File: src/rtl/qclk_load_arb_pkg.sv
// Shared types and default constants for the qclk load arbiter.
package qclk_load_arb_pkg;
  localparam int DEF_WIDTH        = 32;
  localparam int DEF_NUM_REQ      = 4;
  localparam int DEF_GUARD_CYCLES = 2;
  localparam int GCNT_W           = 8;

  typedef enum logic [1:0] {
    ST_IDLE  = 2'd0,
    ST_LOAD  = 2'd1,
    ST_GUARD = 2'd2
  } state_t;
endpackage

File: src/rtl/qclk_load_arb_rr_arbiter.sv
// Combinational round-robin arbiter: ptr names the highest-priority requester.
module rr_arbiter #(
  parameter int NUM_REQ = 4,
  parameter int PTR_W   = $clog2(NUM_REQ)
) (
  input  logic [NUM_REQ-1:0] req,
  input  logic [PTR_W-1:0]   ptr,
  output logic [NUM_REQ-1:0] gnt
);
  logic [NUM_REQ-1:0] rot;
  logic [NUM_REQ-1:0] rot_gnt;

  // Rotate so ptr sits at bit 0, pick the lowest set bit, rotate back.
  always_comb begin
    rot     = NUM_REQ'({req, req} >> ptr);
    rot_gnt = rot & (-rot);
    gnt     = NUM_REQ'(({rot_gnt, rot_gnt} << ptr) >> NUM_REQ);
  end
endmodule

File: src/rtl/qclk_load_arb.sv
// Arbitrates qclk counter loads among NUM_REQ requesters with a post-load guard.
// Define QCLK_LOAD_ARB_RELATIVE_EN to load qclk_val + load_val instead of load_val.
module qclk_load_arb
  import qclk_load_arb_pkg::*;
#(
  parameter int WIDTH        = DEF_WIDTH,
  parameter int NUM_REQ      = DEF_NUM_REQ,
  parameter int GUARD_CYCLES = DEF_GUARD_CYCLES
) (
  input  logic                     clk,
  input  logic                     rst,
  input  logic [NUM_REQ-1:0]       req,
  input  logic [NUM_REQ*WIDTH-1:0] load_val,
  input  logic [WIDTH-1:0]         qclk_val,
  output logic [NUM_REQ-1:0]       gnt,
  output logic                     qclk_load_enable,
  output logic [WIDTH-1:0]         qclk_in_val,
  output logic                     busy
);
  localparam int PTR_W = $clog2(NUM_REQ);
  localparam logic [GCNT_W-1:0] GUARD_INIT =
    GCNT_W'((GUARD_CYCLES > 0) ? GUARD_CYCLES - 1 : 0);

  state_t              state_q, state_d;
  logic [GCNT_W-1:0]   gcnt_q, gcnt_d;
  logic [PTR_W-1:0]    ptr_q, ptr_d;
  logic [NUM_REQ-1:0]  gnt_q, gnt_d;
  logic                load_en_q, load_en_d;
  logic [WIDTH-1:0]    in_val_q, in_val_d;

  logic [NUM_REQ-1:0]  arb_gnt;
  logic [WIDTH-1:0]    sel_val;
  logic [WIDTH-1:0]    load_sum;
  logic [PTR_W-1:0]    nxt_ptr;

  rr_arbiter #(.NUM_REQ(NUM_REQ), .PTR_W(PTR_W)) u_arb (
    .req (req),
    .ptr (ptr_q),
    .gnt (arb_gnt)
  );

  always_comb begin
    sel_val = '0;
    nxt_ptr = ptr_q;
    for (int i = 0; i < NUM_REQ; i++) begin
      if (arb_gnt[i]) begin
        sel_val = load_val[i*WIDTH +: WIDTH];
        nxt_ptr = (i == NUM_REQ - 1) ? '0 : PTR_W'(i + 1);
      end
    end
  end

`ifdef QCLK_LOAD_ARB_RELATIVE_EN
  // Signed offset adjustment; two's-complement add wraps modulo 2^WIDTH.
  assign load_sum = qclk_val + sel_val;
`else
  logic unused_qclk_val;
  assign unused_qclk_val = ^qclk_val;
  assign load_sum        = sel_val;
`endif

  always_comb begin
    state_d   = state_q;
    gcnt_d    = gcnt_q;
    ptr_d     = ptr_q;
    gnt_d     = '0;
    load_en_d = 1'b0;
    in_val_d  = in_val_q;
    case (state_q)
      ST_IDLE: begin
        if (|req) begin
          state_d   = ST_LOAD;
          gnt_d     = arb_gnt;
          load_en_d = 1'b1;
          in_val_d  = load_sum;
          ptr_d     = nxt_ptr;
        end
      end
      ST_LOAD: begin
        if (GUARD_CYCLES > 0) begin
          state_d = ST_GUARD;
          gcnt_d  = GUARD_INIT;
        end else begin
          state_d = ST_IDLE;
        end
      end
      ST_GUARD: begin
        // req is deliberately ignored until the guard window expires.
        if (gcnt_q == '0) state_d = ST_IDLE;
        else              gcnt_d  = gcnt_q - 1'b1;
      end
      default: state_d = ST_IDLE;
    endcase
  end

  always_ff @(posedge clk or posedge rst) begin
    if (rst) begin
      state_q   <= ST_IDLE;
      gcnt_q    <= '0;
      ptr_q     <= '0;
      gnt_q     <= '0;
      load_en_q <= 1'b0;
      in_val_q  <= '0;
    end else begin
      state_q   <= state_d;
      gcnt_q    <= gcnt_d;
      ptr_q     <= ptr_d;
      gnt_q     <= gnt_d;
      load_en_q <= load_en_d;
      in_val_q  <= in_val_d;
    end
  end

  assign gnt              = gnt_q;
  assign qclk_load_enable = load_en_q;
  assign qclk_in_val      = in_val_q;
  assign busy             = (state_q != ST_IDLE);
endmodule

File: config.mk
export PLATFORM = sky130hd
export DESIGN_NAME = qclk_load_arb
export DESIGN_NICKNAME = d
export VERILOG_FILES = /design/src/rtl/qclk_load_arb_pkg.sv /design/src/rtl/qclk_load_arb_rr_arbiter.sv /design/src/rtl/qclk_load_arb.sv
export SDC_FILE = /design/constraint.sdc
export NUM_CORES = 1
export LEC_CHECK = 0
export ABC_AREA = 0
export ABC_CLOCK_PERIOD_IN_PS = 2100
export CORE_MARGIN = 3
export CORE_UTILIZATION = 36
export DETAILED_ROUTE_END_ITERATION = 12
export PLACE_DENSITY_LB_ADDON = 0.25
export SKIP_CTS_REPAIR_TIMING = 1
export SLEW_MARGIN = 20
export SYNTH_ARGS = -nofsm -noshare
export SYNTH_HDL_FRONTEND = slang
export SYNTH_HIERARCHICAL = 1
export SYNTH_SLANG_ARGS = --single-unit
File: constraint.sdc
create_clock -name clk -period 2.1 [get_ports clk]
set_input_delay 0.21 -clock clk [delete_from_list [all_inputs] [get_ports clk]]
set_output_delay 0.21 -clock clk [all_outputs]
set_load 0.02 [all_outputs]
==> impl_metrics.env <==
export IMPL_outcome="finished, final reports clean"
export IMPL_finalCritPeriodShare_pct=93.4
export IMPL_synth_edff_count=0
export IMPL_clkSlewWorstSetupHoldPaths_ns=0.10
export IMPL_post_route_util_pct=63.8
export IMPL_synth_area_um2=2940
export IMPL_holdWs_ns=0.189
export IMPL_required_ns=2.29
export IMPL_cp_startpoint="gcnt_q[0]"
export IMPL_worstPathMaxFanout=6
export IMPL_timing_rr_start="gcnt_q[0]"
export IMPL_coreArea_um2=7850
export IMPL_layout_common_cells="clkdlybuf4s50_1, o21ai_0, nand2_1, a21oi_1, dfrtp_1"
export IMPL_clock_skew_ns=0.00973
export IMPL_synthToLayoutAreaGrowth_pct=70.1
export IMPL_rr_worst_depth=6
export IMPL_ios=204
export IMPL_peakVddDrop_mv=0.512
export IMPL_ant_nets=0
export IMPL_final_common_cell="clkdlybuf4s50_1"
export IMPL_die_h_um=96.4
export IMPL_path_cells="inv_1 -> ha_1 -> nor3b_2 -> and2_0 -> or4b_1 -> a32o_1"
export IMPL_endpoint="gcnt_q[5]"
export IMPL_numCtsBuffers=5
export IMPL_globalRouteOverflowTotal=0
export IMPL_grt_usage_pct=21.3
export IMPL_place_area_um2=4870
export IMPL_drtPass1Iterations=4
export IMPL_rows=32
export IMPL_drc_errors=0
export IMPL_yosysWarnings=6
export IMPL_power_frac_comb_pct=60.5
export IMPL_startpoint_type="flip-flop"
export IMPL_antenna_found_initial=0
export IMPL_first_global_vias=3311
export IMPL_setup_viol=0
export IMPL_syn_inst=396
export IMPL_reg2reg_slack_ns=0.14
export IMPL_drtIter0Drc=144
export IMPL_power_frac_seq_pct=26.6
export IMPL_relSlewSlack_pct=72.1
export IMPL_fmax_mhz=510
export IMPL_grt_pass1_wl_um=15400
export IMPL_worst_slew_pin_slew_ns=0.415
export IMPL_ys_ff_latch=49
export IMPL_regToRegEndpoint="gcnt_q[5]"
export IMPL_hold_viol_final=0
export IMPL_postSynthAreaPerCell_um2=7.43
export IMPL_powerDensity_nw_per_um2=1230
export IMPL_ys_types=41
export IMPL_clock_sinks=49
export IMPL_hold_path_class="in2async"
export IMPL_rsz0062_at_grt="false"
export IMPL_postSynth_asyncResetShare_pct=100
export IMPL_place_gp_congestion=0.803
export IMPL_diodes=0
export IMPL_synth_fp_nets=563
export IMPL_seq_area_frac_synth_pct=41.7
export IMPL_grt_max_degree=45
export IMPL_fin_ws_ns=0.139
export IMPL_dpl_hpwl_um=7820
export IMPL_clkLatencyLatePin_ns=0.30
export IMPL_switching_share_pct=42.7
export IMPL_cpMaxStageDelayCell="or4b_1"
export IMPL_final_area_um2=5000
export IMPL_maxCapViolations=0
export IMPL_final_nets=725
export IMPL_dieArea_um2=9290
export IMPL_clock_path_buffers=2
export IMPL_htree_levels=2
export IMPL_vias_per_cell=5.23
export IMPL_p_int_mw=3.52
export IMPL_totalPowerFinal_mw=6.15
export IMPL_p_switching_mw=2.63
export IMPL_arrival_ns=2.15
export IMPL_cts_root_buf="clkbuf_8"
export IMPL_p_leak_nw=2.01
export IMPL_slew_violations=0
export IMPL_num_vias=3459
export IMPL_start_util_pct=37.5
export IMPL_wl_per_cell_um=15.6
export IMPL_fillCellCount=718
export IMPL_drive_above_1_share_pct=6.08
export IMPL_critPathKind="reg2reg"
export IMPL_port_buffers=171
export IMPL_cts_tree="yes"
export IMPL_min_period_ns=1.96
export IMPL_post_place_ws_ns=-0.0555
export IMPL_cpPeakStageDelay_ns=0.52
export IMPL_crit_path_end_kind="flip-flop"
export IMPL_die_w_um=96.4
export IMPL_p_clk_share_pct=13.0
export IMPL_synth_ff_type="dfrtp_1"
export IMPL_wirelength_um=10300
-- cells by family after synthesis --
kind of cell	Yosys count	share of synthesized area, %
AO/OA/AOI/OAI	189	34.6
AND/OR/NAND/NOR	112	16.7
flip-flops	49	41.7
buffers and inverters	43	5.87
multiplexers	2	0.723
adder cells (fa/ha/maj)	1	0.425
-- stage by stage --
| stage | setup TNS (ns) | instances |
|---|---|---|
| CTS | 0 | 661 |
| floorplan | 0 | 396 |
| detailed placement | -0.299 | 653 |
| global placement | 0 | 653 |
| global route | 0 | 661 |
| finish | 0 | 661 |
-- flip-flops by register name, summed over array words and instances (netlist names) --
name and cells:
gnt 4, qclk_load_enable 1, qclk_in_val 32, ptr_q 2, gcnt_q 8, state_q 2
-- final cells by class --
| cell class | instances | area, um^2 | area share, % |
|---|---|---|---|
| Sequential cell | 49 | 1230 | 24.5 |
| Clock buffer | 5 | 68.8 | 1.38 |
| Clock inverter | 3 | 65.1 | 1.30 |
| Inverter | 9 | 33.8 | 0.675 |
| Multi-Input combinational cell | 304 | 1550 | 31.0 |
| Tap cell | 102 | 128 | 2.55 |
| Timing Repair Buffer | 189 | 1930 | 38.7 |
-- per-layer routing --
layer  routed length, um  track usage [%]  part of all wire [%]
met5                   0                0                     0
met4                 173             6.07                   1.7
met3                 950             7.05                   9.2
met2                5190             38.8                    50
met1                4010             23.7                    39
-- cells in the mapped netlist (all sizes together), types with 3 or more instances --
cell type / n / share of area, %
a21o: 3 / 0.77
buf: 9 / 1.5
nand2: 77 / 9.8
a21oi: 71 / 12
inv: 8 / 1.0
and2: 4 / 0.85
a32o: 5 / 1.7
nor2: 10 / 1.3
clkbuf: 25 / 3.2
nor4: 5 / 1.1
dfrtp: 49 / 42
o31ai: 3 / 0.77
o21ai: 99 / 17
-- how the worst min path moves through the flow --
stage                     from         endpoint  cells after the start
5_1_grt                    rst           gnt[0]                      2
3_3_place_gp   qclk_in_val[11]  qclk_in_val[11]                      2
2_1_floorplan      load_val[6]   qclk_in_val[6]                      2
6_report                   rst  qclk_in_val[31]                      2
3_5_place_dp   qclk_in_val[25]  qclk_in_val[25]                      2
4_1_cts                    rst  qclk_in_val[31]                      2
-- worst max-delay path: cells and delay by family (launching register included) --
| family | cells | cell delay (ns) |
|---|---|---|
| and+or+nand+nor | 3 | 0.91 |
| DFF | 1 | 0.38 |
| AOI/OAI and AO/OA | 1 | 0.27 |
| adders and majority gates | 1 | 0.21 |
| buffers and inverters | 1 | 0.09 |
-- power by group through the flow --
stage	clock, mW	combinational [mW]	sequential, mW
floorplan	0	1.79	1.95
global placement	0	3.65	1.62
detailed placement	0	3.73	1.65
CTS	0.810	3.74	1.64
global route	0.841	4.10	1.70
finish	0.797	3.72	1.64
Power figures use the tool's default switching activity.
